===== src/rtl/seq_multiplier.sv =====
// Sequential shift-add multiplier with a valid/ready handshake on both sides.
// Signed operands are converted to magnitudes on capture, multiplied unsigned
// over WIDTH cycles, and the product is negated on completion when the operand
// signs differ. The operation has a fixed latency of WIDTH cycles from
// acceptance to out_valid.
module seq_multiplier #(
    parameter int WIDTH = 8
) (
    input  logic                 clk,
    input  logic                 rst,
    input  logic                 in_valid,
    output logic                 in_ready,
    input  logic [WIDTH-1:0]     a,
    input  logic [WIDTH-1:0]     b,
    input  logic                 is_signed,
    output logic                 out_valid,
    input  logic                 out_ready,
    output logic [2*WIDTH-1:0]   product,
    output logic                 busy
);

    // Counter is wide enough to hold the value WIDTH itself.
    localparam int CW = $clog2(WIDTH + 1);

    typedef enum logic [1:0] {
        IDLE = 2'd0,
        BUSY = 2'd1,
        DONE = 2'd2
    } state_t;

    state_t               state_q,     state_d;
    logic [2*WIDTH-1:0]   mcand_q,     mcand_d;
    logic [WIDTH-1:0]     mplier_q,    mplier_d;
    logic [2*WIDTH-1:0]   acc_q,       acc_d;
    logic [CW-1:0]        cnt_q,       cnt_d;
    logic                 neg_q,       neg_d;
    logic [2*WIDTH-1:0]   product_q,   product_d;
    logic                 in_ready_q,  in_ready_d;
    logic                 out_valid_q, out_valid_d;
    logic                 busy_q,      busy_d;

    logic [WIDTH-1:0]     mag_a;
    logic [WIDTH-1:0]     mag_b;
    logic [2*WIDTH-1:0]   step_acc;

    // Operand magnitudes; the most-negative value maps to 2^(WIDTH-1) unsigned.
    always_comb begin
        mag_a = a;
        mag_b = b;
        if (is_signed && a[WIDTH-1]) begin
            mag_a = ~a + 1'b1;
        end
        if (is_signed && b[WIDTH-1]) begin
            mag_b = ~b + 1'b1;
        end
    end

    // Next-state and datapath update for the IDLE/BUSY/DONE controller.
    always_comb begin
        state_d     = state_q;
        mcand_d     = mcand_q;
        mplier_d    = mplier_q;
        acc_d       = acc_q;
        cnt_d       = cnt_q;
        neg_d       = neg_q;
        product_d   = product_q;
        in_ready_d  = in_ready_q;
        out_valid_d = out_valid_q;
        busy_d      = busy_q;
        step_acc    = acc_q + (mplier_q[0] ? mcand_q : {(2*WIDTH){1'b0}});

        case (state_q)
            IDLE: begin
                if (in_valid && in_ready_q) begin
                    mcand_d    = {{WIDTH{1'b0}}, mag_a};
                    mplier_d   = mag_b;
                    acc_d      = '0;
                    cnt_d      = '0;
                    neg_d      = is_signed & (a[WIDTH-1] ^ b[WIDTH-1]);
                    state_d    = BUSY;
                    in_ready_d = 1'b0;
                    busy_d     = 1'b1;
                end
            end
            BUSY: begin
                acc_d    = step_acc;
                mcand_d  = mcand_q << 1;
                mplier_d = mplier_q >> 1;
                cnt_d    = cnt_q + 1'b1;
                if (cnt_q == CW'(WIDTH - 1)) begin
                    state_d     = DONE;
                    out_valid_d = 1'b1;
                    product_d   = neg_q ? (~step_acc + 1'b1) : step_acc;
                end
            end
            DONE: begin
                if (out_ready) begin
                    state_d     = IDLE;
                    out_valid_d = 1'b0;
                    busy_d      = 1'b0;
                    in_ready_d  = 1'b1;
                end
            end
            default: begin
                state_d     = IDLE;
                out_valid_d = 1'b0;
                busy_d      = 1'b0;
                in_ready_d  = 1'b1;
            end
        endcase
    end

    // State and registered outputs, cleared asynchronously by rst.
    always_ff @(posedge clk or posedge rst) begin
        if (rst) begin
            state_q     <= IDLE;
            mcand_q     <= '0;
            mplier_q    <= '0;
            acc_q       <= '0;
            cnt_q       <= '0;
            neg_q       <= 1'b0;
            product_q   <= '0;
            in_ready_q  <= 1'b1;
            out_valid_q <= 1'b0;
            busy_q      <= 1'b0;
        end else begin
            state_q     <= state_d;
            mcand_q     <= mcand_d;
            mplier_q    <= mplier_d;
            acc_q       <= acc_d;
            cnt_q       <= cnt_d;
            neg_q       <= neg_d;
            product_q   <= product_d;
            in_ready_q  <= in_ready_d;
            out_valid_q <= out_valid_d;
            busy_q      <= busy_d;
        end
    end

    assign in_ready  = in_ready_q;
    assign out_valid = out_valid_q;
    assign busy      = busy_q;
    assign product   = product_q;

endmodule


===== config.mk =====
export PLATFORM = sky130hd
export DESIGN_NAME = seq_multiplier
export DESIGN_NICKNAME = d
export VERILOG_FILES = /design/src/rtl/seq_multiplier.sv
export SDC_FILE = /design/constraint.sdc
export NUM_CORES = 1
export LEC_CHECK = 0
export CAP_MARGIN = 10
export CORE_MARGIN = 4
export CORE_UTILIZATION = 30
export CTS_CLUSTER_DIAMETER = 150
export DETAILED_ROUTE_END_ITERATION = 6
export PLACE_DENSITY = 0.57
export SYNTH_ARGS = -nofsm -noshare
export SYNTH_HDL_FRONTEND = slang
export SYNTH_SLANG_ARGS = --single-unit

===== constraint.sdc =====
create_clock -name clk -period 4.1 [get_ports clk]
set_input_delay 0.82 -clock clk [delete_from_list [all_inputs] [get_ports clk]]
set_output_delay 0.82 -clock clk [all_outputs]
set_load 0.02 [all_outputs]

Word level (Yosys, flattened, before mapping)
Cells that the tools add are included.
- register bits after elaboration: 66
- input bits: 21
- add/subtract/negate cells: 5
- equal/unequal tests: 6
- mux-type cells: 24
- bitwise gates (word level): 7
- reductions and logical operators: 11
- operator list (cell ; number):
    two-way mux 16 bit ; 4
    one-hot mux 16 bit (2 select lines) ; 2
    two-way mux 8 bit ; 3
    adder 16 x 1 -> 16 bit (second input constant) ; 1
    adder 16 bit ; 1
    adder 8 x 1 -> 8 bit (second input constant) ; 2
    inverter 16 bit ; 1
    inverter 8 bit ; 2
    one-hot mux 8 bit (2 select lines) ; 1
    one-hot mux 1 bit (3 select lines) ; 3
    AND reduction 3 bit ; 3
    one-hot mux 4 bit (2 select lines) ; 1
    two-way mux 2 bit ; 3
    != test 2 bit (second input constant) ; 3
    one-hot mux 2 bit (3 select lines) ; 1
    AND reduction 2 bit ; 3
    two-way mux 1 bit ; 5
    adder 4 x 1 -> 4 bit (second input constant) ; 1
    == test 4 x 3 -> 1 bit (second input constant) ; 1
    two-way mux 4 bit ; 1
    logical AND 1 bit ; 3
    == test 2 x 1 -> 1 bit (second input constant) ; 1
    == test 2 bit (second input constant) ; 1
    zero test 2 bit ; 1
    other kinds (4) ; 5

Longest topological paths before layout
Gate-level depths: netlist of run 1.
- depth in word-level cells: 5
- depth in mapped cells: 13
- depth with buffers taken out: 12

Worst setup path before layout of run 1
No wires, ideal clock.
- kind: register to register
- start: register mplier_q[0]
- end: register product_q[12], in the netlist product[12]
- arrival time: 3.130 ns
- setup slack: 0.841 ns
- stages on the path, launching flop included: 13
- period minus slack after synthesis: 3.259 ns
- cell sequence: dfrtp_1 > clkbuf_1 > and2_1 > ha_1 > fa_1 > a211o_1 > a21oi_2 > o21bai_1 > xor2_1 > or4_4 > o41ai_2 > xor2_1 > o21ai_1
- cells in the longest elaborated chain, start to end: 5
- RTL lines (element ; RTL line ; source):
    start, declared ; 33 ; logic [WIDTH-1:0] mplier_q, mplier_d;
    start signal, assigned ; 129 ; mplier_q <= mplier_d;
    two-way mux 16 bit (*) ; 70 ; step_acc = acc_q + (mplier_q[0] ? mcand_q : {(2*WIDTH){1'b0}});
    adder 16 bit (*) ; 70 ;
    inverter 16 bit ; 93 ; product_d = neg_q ? (~step_acc + 1'b1) : step_acc;
    adder 16 x 1 -> 16 bit ; 93 ;
    two-way mux 16 bit (*) ; 93 ;
    end signal, assigned ; 133 ; product_q <= product_d;
    end, declared ; 37 ; logic [2*WIDTH-1:0] product_q, product_d;
Mark *: on every way between the ends. The rest lies on a longest branch, timed or not.
A chain may end at the register's enable or synchronous reset.

Final worst setup path of run 1
- start: register mplier_q[0]
- end: register product_q[15], in the netlist product[15]
The elaborated chain is that of the path after synthesis.

==> results of run 1 <==
[power by group]
group	internal, mW	switching, mW
Sequential	0.947	0.215
Combinational	0.856	1.17
Clock	0.416	0.266
Total	2.22	1.65
[flip-flops by register name, indices dropped and copies added, names as in the netlist]
register / cells
acc_q: 16
busy: 1
cnt_q: 4
in_ready: 1
mcand_q: 16
mplier_q: 8
neg_q: 1
out_valid: 1
product: 16
state_q: 2
[per-layer routing]
layer | vias up | wire (um) | track usage
met5 | - | 0 | 0
met4 | 0 | 144 | 0.0462
li1 | 1582 | - | -
met2 | 74 | 3630 | 0.193
met3 | 9 | 504 | 0.0253
met1 | 1509 | 4340 | 0.179
[worst paths after layout]
kind                                    startpoint                       to  slack (ps)  depth (start not counted)
setup / recovery           mplier_q[0]$_DFFE_PP0P_  product[15]$_DFFE_PP0P_         620                         12
hold / removal              product[5]$_DFFE_PP0P_   product[5]$_DFFE_PP0P_         470                          2
setup reg to reg           mplier_q[0]$_DFFE_PP0P_  product[15]$_DFFE_PP0P_         620                         12
hold reg to reg             product[5]$_DFFE_PP0P_   product[5]$_DFFE_PP0P_         470                          2
max in group asynchronous                      rst  product[15]$_DFFE_PP0P_        2460                          3
min in group asynchronous                      rst   product[2]$_DFFE_PP0P_        1050                          3
[cells in the final DEF (no fill, tap or decap), types with 16 or more instances in the layout]
cell type,n
ha_1,19
nor2_1,24
and2_1,16
nand2_1,59
o21ai_0,43
a21oi_1,21
clkdlybuf4s50_1,39
dfrtp_1,65
xnor2_1,16
xor2_1,21
[per-stage QoR]
stage,util,setup WS [ps]
3_5_place_dp,0.352,625
4_1_cts,0.372,611
2_1_floorplan,-,841
6_report,0.372,618
3_3_place_gp,0.352,715
5_1_grt,0.372,352
[worst reg2reg max path: cells and delay by family (launching register included)]
family	cells	cell delay (ps)
adders and majority gates	2	650
and+or+nand+nor	6	1440
DFF	1	510
AOI/OAI and AO/OA	4	780
[Yosys cell counts (2+ instances only)]
| cell type | instances |
|---|---|
| xnor2_1 | 16 |
| nand2b_1 | 3 |
| nand4_1 | 2 |
| o31ai_1 | 5 |
| o21ai_1 | 3 |
| a21oi_1 | 21 |
| a31oi_1 | 2 |
| dfrtp_1 | 65 |
| a22o_1 | 15 |
| inv_1 | 15 |
| o211ai_1 | 3 |
| nand2_1 | 59 |
| and3_1 | 3 |
| xor2_1 | 21 |
| nor2_1 | 25 |
| a211oi_1 | 3 |
| and2_1 | 16 |
| or2_2 | 2 |
| clkbuf_1 | 13 |
| o21a_1 | 3 |
| mux2i_1 | 2 |
| a21o_1 | 5 |
| ha_1 | 19 |
| or3_1 | 4 |
| o22ai_1 | 12 |
| o21ai_0 | 43 |
| nand3_1 | 5 |
| nor3_1 | 7 |
[layout make-up]
class / count / area, um^2
clock buffers: 11 / 243
clock inverters: 3 / 17.5
fillers: 1338 / 7990
inverters: 15 / 56.3
multi-input cells: 326 / 2140
flip-flops and latches: 66 / 1650
well taps: 172 / 215
repair buffers: 42 / 413
[kinds of logic after synthesis]
family | synth area share
compound gates | 0.223
fa+ha+maj | 0.0657
xor+xnor | 0.0826
buf+inv | 0.0348
flops | 0.421
mux | 0.00510
simple gates | 0.167
==> results_tabular.tex, run 1 <==
\begin{tabular}{lr}
\hline
Metric & Value \\
\hline
\multicolumn{2}{l}{\textbf{CTS}} \\
\quad Post-CTS setup buffer count & 0 \\
\quad Sinks on the clock net & 66 \\
\quad Count of hold-fix buffers inserted at cts & 0 \\
\quad Insertion delay to the later sink of the worst-skew pair & 330 ps \\
\quad Clock tree buffer depth & 2 \\
\quad \# H-tree levels & 3 \\
\quad Total of cells resized after clock tree synthesis & 0 \\
\quad Reg clk slew, reported paths & roughly 50 ps \\
\quad TritonCTS clock tree & done \\
\quad Number of buffers created by CTS & 9 \\
\quad Clock tree root buffer cell & clkbuf\_16 \\
\multicolumn{2}{l}{\textbf{Synthesis}} \\
\quad Library cell occupying the most area in the post-synthesis netlist & dfrtp\_1 \\
\quad Number of synthesized flops with an enable pin & 0 \\
\quad Proportion of synthesized flip-flops having asynchronous set or reset & 1.00 \\
\quad Cell area after synthesis & 3920 um\^{}2 \\
\quad Post-synth top area share & 0.415 \\
\quad Flops \& latches, synth & between 60 and 70 \\
\quad Top cells by area, synth & dfrtp\_1 (41\%), ha\_1 (6.1\%), nand2\_1 (5.6\%) \\
\quad Seq/Total Area, Yosys & 0.421 \\
\quad Synthesized netlist net count & 465 \\
\quad Main synth FF type & dfrtp\_1 \\
\quad Post-synthesis area per instance & around 9.3 um\^{}2 \\
\quad Cell variety after synth & 60 \\
\quad Yosys synthesis warning count & 0 \\
\quad Cell count after synthesis & 424 \\
\multicolumn{2}{l}{\textbf{Timing}} \\
\quad Clock period minus final worst setup slack & 3480 ps \\
\quad Number of pins with negative max-slew slack in the final report & 0 \\
\quad Setup Total Neg Slack & 0 ps \\
\quad Worst Hold Margin & around 470 ps \\
\quad Setup clock skew after layout & 6.23 ps \\
\quad Max Freq & approximately 0.29 GHz \\
\quad Unrepaired setup endpoints after global routing & no \\
\quad Final clock period utilization by the worst path & 0.849 \\
\quad Setup violation total in the final timing report & 0 \\
\quad Remaining max-slew budget at the tightest pin & 0.344 \\
\quad Number of hold violations in the final report & 0 \\
\quad Actual slew at the worst max-slew pin & 984 ps \\
\multicolumn{2}{l}{\textbf{GRT}} \\
\quad Vias in the first global route & 3,189 \\
\quad Largest net degree at the start of global routing & 67 \\
\quad Combined global-route utilization of all metal layers & 0.127 \\
\quad Global-route wire length before repair & 15,400 um \\
\quad Number of antenna violations at the first check in global routing & 0 \\
\quad Congestion Overflow GR & 0 \\
\multicolumn{2}{l}{\textbf{Worst setup path}} \\
\quad Number of buffers and inverters on the critical path & 0 \\
\quad Critical-path maximum fanout & 17 \\
\quad Cell with the largest stage delay on the worst path & dfrtp\_1 \\
\quad Data arrival at the endpoint of the critical path & 3710 ps \\
\quad CP Launch Type & register \\
\quad WP data required & 4330 ps \\
\quad Capturing element type of the critical path & register \\
\quad Cell repeated most along the worst path & or3\_1 \\
\quad Series of cell instances along the critical path & and2\_1, ha\_1, fa\_1, a21o\_1, a211oi\_1, a21oi\_1, or3\_1, or3\_1, nor2\_1, and4\_1, nor3\_1, o31ai\_2 \\
\quad Gate family responsible for the most delay along the worst path & simple AND/OR/NAND/NOR gates \\
\quad Critical path type & reg2reg \\
\quad Delay of the slowest cell on the worst path & 510 ps \\
\multicolumn{2}{l}{\textbf{Final layout}} \\
\quad Final design instance area without fill & 4730 um\^{}2 \\
\quad Antenna diode instance count & 0 \\
\quad Nets & 501 \\
\quad Non-filler cells in the finished layout & between 600 and 700 \\
\quad Area growth from synthesis to layout & 20.7\% \\
\quad Fraction of final layout cells with drive strength greater than 1 & 0.0734 \\
\multicolumn{2}{l}{\textbf{Pwr}} \\
\quad Maximum vdd ir drop & 0.301 mV \\
\quad PnR Total Power & 3.87 mW \\
\quad PD cells & 818 nW/um\^{}2 \\
\quad Static leakage & 2.15 nW \\
\multicolumn{2}{l}{\textbf{Detailed routing}} \\
\quad Sum of routed wire length over all layers & 8620 um \\
\quad Detail-routed via count per cell & about 5 \\
\quad Average wire per cell in the routed design & 13.6 um \\
\quad Number of detailed-route iterations in the first pass & 4 \\
\quad Iteration-0 DRC Markers & 152 \\
\quad Post-route ant nets & 0 \\
\quad Drc violations & 0 \\
\quad Vias & 3,174 \\
\multicolumn{2}{l}{\textbf{Die}} \\
\quad Die Outline Area & 15,000 um\^{}2 \\
\quad Die outline width & 122 um \\
\quad Die span in y & 122 um \\
\quad Floorplan core area & about 13,000 um\^{}2 \\
\quad Number of core rows & 41 \\
\quad Starting Density & 0.308 \\
\quad Top Ports & 40 \\
\multicolumn{2}{l}{\textbf{Status}} \\
\quad Status & completed \\
\multicolumn{2}{l}{\textbf{Place}} \\
\quad Final weighted congestion of routability-driven global placement & around 0.84 \\
\quad Placed instance count & 621 \\
\quad Number of port buffers & 39 \\
\quad Post-placement cell area & 4470 um\^{}2 \\
\quad Total half-perimeter wirelength after legalization and detailed placement & about 6200 um \\
\multicolumn{2}{l}{\textbf{Worst hold path}} \\
\quad Worst Hold Class & reg2reg \\
\multicolumn{2}{l}{\textbf{Job}} \\
\quad Max cap viols & 0 \\
\hline
\end{tabular}
(Power assumes the default switching activity.)
==> run 2: changes to the inputs <==
--- a/config.mk
+++ b/config.mk
@@ -10,7 +10,7 @@
 export CORE_UTILIZATION = 30
 export CTS_CLUSTER_DIAMETER = 150
 export DETAILED_ROUTE_END_ITERATION = 6
-export PLACE_DENSITY = 0.57
+export PLACE_DENSITY = 0.58
 export SYNTH_ARGS = -nofsm -noshare
 export SYNTH_HDL_FRONTEND = slang
 export SYNTH_SLANG_ARGS = --single-unit
==> constraint.sdc (replaced) <==
create_clock -name clk -period 2.82 [get_ports clk]
set_input_delay 0.564 -clock clk [delete_from_list [all_inputs] [get_ports clk]]
set_output_delay 0.564 -clock clk [all_outputs]
set_load 0.02 [all_outputs]
==> run 2 against run 1 <==
  * The run now ends with setup timing left
  * Critical path depth grew 1
  * Sequential power increased by 45%
  * Design area is 15% higher
  * Clock power increased by 92%
  * Largest cell class unchanged
  * Routed wire length is 5.4% higher
  * Highest routed layer unchanged
  * Via count increased by 3.0%
  * Clock skew down 1.7 ps
==> results_tabular.tex, run 2 (synthesized netlist as in run 1, its figures left out) <==
\begin{tabular}{lr}
\hline
Metric & Value \\
\hline
\multicolumn{2}{l}{\textbf{CTS}} \\
\quad Reg clk slew, reported paths & 50 ps (about the same) \\
\quad TritonCTS clock tree & done \\
\quad Clock tree root buffer cell & clkbuf\_16 \\
\quad Sinks on the clock net & 66 (unchanged) \\
\quad \# H-tree levels & 3 (unchanged) \\
\quad Number of buffers created by CTS & 9 (unchanged) \\
\quad Clock tree buffer depth & 2 (unchanged) \\
\quad Insertion delay to the later sink of the worst-skew pair & 330 ps (about the same) \\
\multicolumn{2}{l}{\textbf{Worst setup path}} \\
\quad Gate family responsible for the most delay along the worst path & simple AND/OR/NAND/NOR gates \\
\quad Capturing element type of the critical path & register \\
\quad Logic depth of the worst register-to-register path & 13 (+1) \\
\quad Series of cell instances along the critical path & and2\_1, ha\_2, fa\_2, a211o\_1, a21oi\_2, o21bai\_1, xor2\_1, buf\_4, or3\_4, nor2\_4, and4\_1, nor3\_1, o31ai\_2 \\
\quad Delay of the slowest cell on the worst path & 410 ps (-100 ps) \\
\quad Data arrival at the endpoint of the critical path & 3280 ps (-430 ps) \\
\quad WP data required & 3060 ps (-1270 ps) \\
\quad WP depth & 13 (+1) \\
\quad Critical path type & reg2reg \\
\quad Number of buffers and inverters on the critical path & 1 (+1) \\
\quad Critical-path maximum fanout & 4 (-13) \\
\quad CP Launch Type & register \\
\quad Cell with the largest stage delay on the worst path & or3\_4 \\
\multicolumn{2}{l}{\textbf{Final layout}} \\
\quad Most common cell after layout, fill and taps aside & dfrtp\_1 \\
\quad Top library cells by usage in the layout, fill and taps aside & dfrtp\_1 (65), nand2\_1 (59), buf\_4 (43) \\
\quad Fraction of final layout cells with drive strength greater than 1 & 0.225 (+0.152) \\
\quad Antenna diode instance count & 0 (unchanged) \\
\quad Non-filler cells in the finished layout & 682 (+7.4\%) \\
\quad Nets & 546 (+9.0\%) \\
\quad Area growth from synthesis to layout & 39.1\% \\
\multicolumn{2}{l}{\textbf{Pwr}} \\
\quad PD cells & 1280 nW/um\^{}2 (+57\%) \\
\quad Static leakage & 2.47 nW (+15\%) \\
\quad Maximum vdd ir drop & 0.431 mV (+43\%) \\
\quad PnR Total Power & 7.00 mW (+81\%) \\
\multicolumn{2}{l}{\textbf{GRT}} \\
\quad Combined global-route utilization of all metal layers & 0.129 (+0.00183) \\
\quad Congestion Overflow GR & 0 (unchanged) \\
\quad Global-route wire length before repair & 15,500 um (+0.99\%) \\
\quad Vias in the first global route & 3,264 (+2.4\%) \\
\quad Largest net degree at the start of global routing & 44 (-34\%) \\
\quad Number of antenna violations at the first check in global routing & 0 (unchanged) \\
\multicolumn{2}{l}{\textbf{Detailed routing}} \\
\quad Detail-routed via count per cell & 4.79 (-4.1\%) \\
\quad Drc violations & 0 (unchanged) \\
\quad Sum of routed wire length over all layers & 9090 um (+5.4\%) \\
\quad Post-route ant nets & 0 (unchanged) \\
\quad Average wire per cell in the routed design & 13.3 um (-1.8\%) \\
\quad Iteration-0 DRC Markers & 157 (+3.3\%) \\
\quad Vias & 3,270 (+3.0\%) \\
\quad Number of detailed-route iterations in the first pass & 4 (unchanged) \\
\multicolumn{2}{l}{\textbf{Place}} \\
\quad Total half-perimeter wirelength after legalization and detailed placement & 6670 um (+7.8\%) \\
\quad Post-Place Setup Slack & -210 ps (-835 ps) \\
\quad Placed instance count & 658 (+6.0\%) \\
\quad Final weighted congestion of routability-driven global placement & 0.906 (+8.0\%) \\
\quad Number of port buffers & 39 (unchanged) \\
\multicolumn{2}{l}{\textbf{Timing}} \\
\quad Remaining max-slew budget at the tightest pin & 0.653 (+0.309) \\
\quad Setup violation total in the final timing report & 8 (+8) \\
\quad Post-route setup slack & -217 ps (-835 ps) \\
\quad Number of hold violations in the final report & 0 (unchanged) \\
\quad Final clock period utilization by the worst path & 1.08 (+0.228) \\
\quad Setup clock skew after layout & 4.50 ps (-1.72 ps) \\
\quad Max Freq & 0.329 GHz (+15\%) \\
\quad Number of pins with negative max-slew slack in the final report & 0 (unchanged) \\
\quad Actual slew at the worst max-slew pin & 520 ps (-464 ps) \\
\quad Clock period minus final worst setup slack & 3040 ps (-445 ps) \\
\quad Unrepaired setup endpoints after global routing & yes \\
\quad Setup Total Neg Slack & -1090 ps (-1090 ps) \\
\multicolumn{2}{l}{\textbf{Die}} \\
\quad Top Ports & 40 (unchanged) \\
\quad Die span in y & 122 um (unchanged) \\
\quad Starting Density & 0.308 (unchanged) \\
\quad Die Outline Area & 15,000 um\^{}2 (unchanged) \\
\quad Floorplan core area & 12,700 um\^{}2 (unchanged) \\
\quad Die outline width & 122 um (unchanged) \\
\quad Number of core rows & 41 (unchanged) \\
\multicolumn{2}{l}{\textbf{Job}} \\
\quad Max cap viols & 0 (unchanged) \\
\multicolumn{2}{l}{\textbf{Worst hold path}} \\
\quad Hold Path Stages & 2 (unchanged) \\
\quad Worst Hold Class & reg2reg \\
\multicolumn{2}{l}{\textbf{Status}} \\
\quad Failing checks & setup timing \\
\quad Status & complete, but fails checks \\
\hline
\end{tabular}
-- run 2: changes by cell type in the layout (fill, tap and decap cells not counted), sizes merged --
cell	previous run	this run
clkinvlp	1	0
bufinv	0	3
buf	3	48
-- run 2: per-layer routing --
| layer | wire, um | GRT usage |
|---|---|---|
| met5 | 0 | 0 |
| met2 | 3990 | 0.195 |
| met1 | 4680 | 0.184 |
| met4 | 124 | 0.0357 |
| met3 | 301 | 0.0300 |
-- run 2: repair_timing --
action                                  CTS  global route
gates resized for setup                   6            32
hold buffers                              0             0
endpoints found under the setup margin    8            15
pin swaps                                 1            20
buffers inserted                          5             4
-- run 2: layout make-up --
class / instances / area, um^2
fillers: 1286 / 7270
clock buffers: 11 / 253
multi-input cells: 326 / 2380
inverters: 15 / 56.3
flip-flops and latches: 66 / 1650
well taps: 172 / 215
clock inverters: 5 / 100
repair buffers: 87 / 796
-- run 2: stage by stage --
step	cell area, um^2	hold slack, ps	util
after floorplan	3970	450	-
after global placement	4830	459	0.380
after detailed placement	4830	470	0.380
after CTS	5260	482	0.414
after global routing	5460	504	0.429
final	5460	474	0.429
-- run 2: report_power, final --
group	internal [mW]	leakage [nW]	total (mW)	switching (mW)
clock network	0.908	0.176	1.31	0.402
registers	1.38	0.834	1.68	0.308
logic	1.97	1.46	4.01	2.03
-- run 2: worst register-to-register path: cells and delay by family, from the launching register on --
family                   cells  cell delay, ps
AO/OA/AOI/OAI                4             770
XOR/XNOR                     1             160
adder cells (fa/ha/maj)      2             560
buffers and inverters        1             150
flip-flops                   1             370
AND/OR/NAND/NOR              5             930
-- run 2: worst paths after layout --
path | startpoint | end | slack (ps)
max in group asynchronous | rst | in_ready$_DFFE_PP1P_ | 1570
worst min register to register | product[4]$_DFFE_PP0P_ | product[4]$_DFFE_PP0P_ | 470
min in group asynchronous | rst | product[0]$_DFFE_PP0P_ | 600
worst max register to register | mcand_q[0]$_DFFE_PP0P_ | product[15]$_DFFE_PP0P_ | -220
worst max-delay path | mcand_q[0]$_DFFE_PP0P_ | product[15]$_DFFE_PP0P_ | -220
worst min-delay path | product[4]$_DFFE_PP0P_ | product[4]$_DFFE_PP0P_ | 470
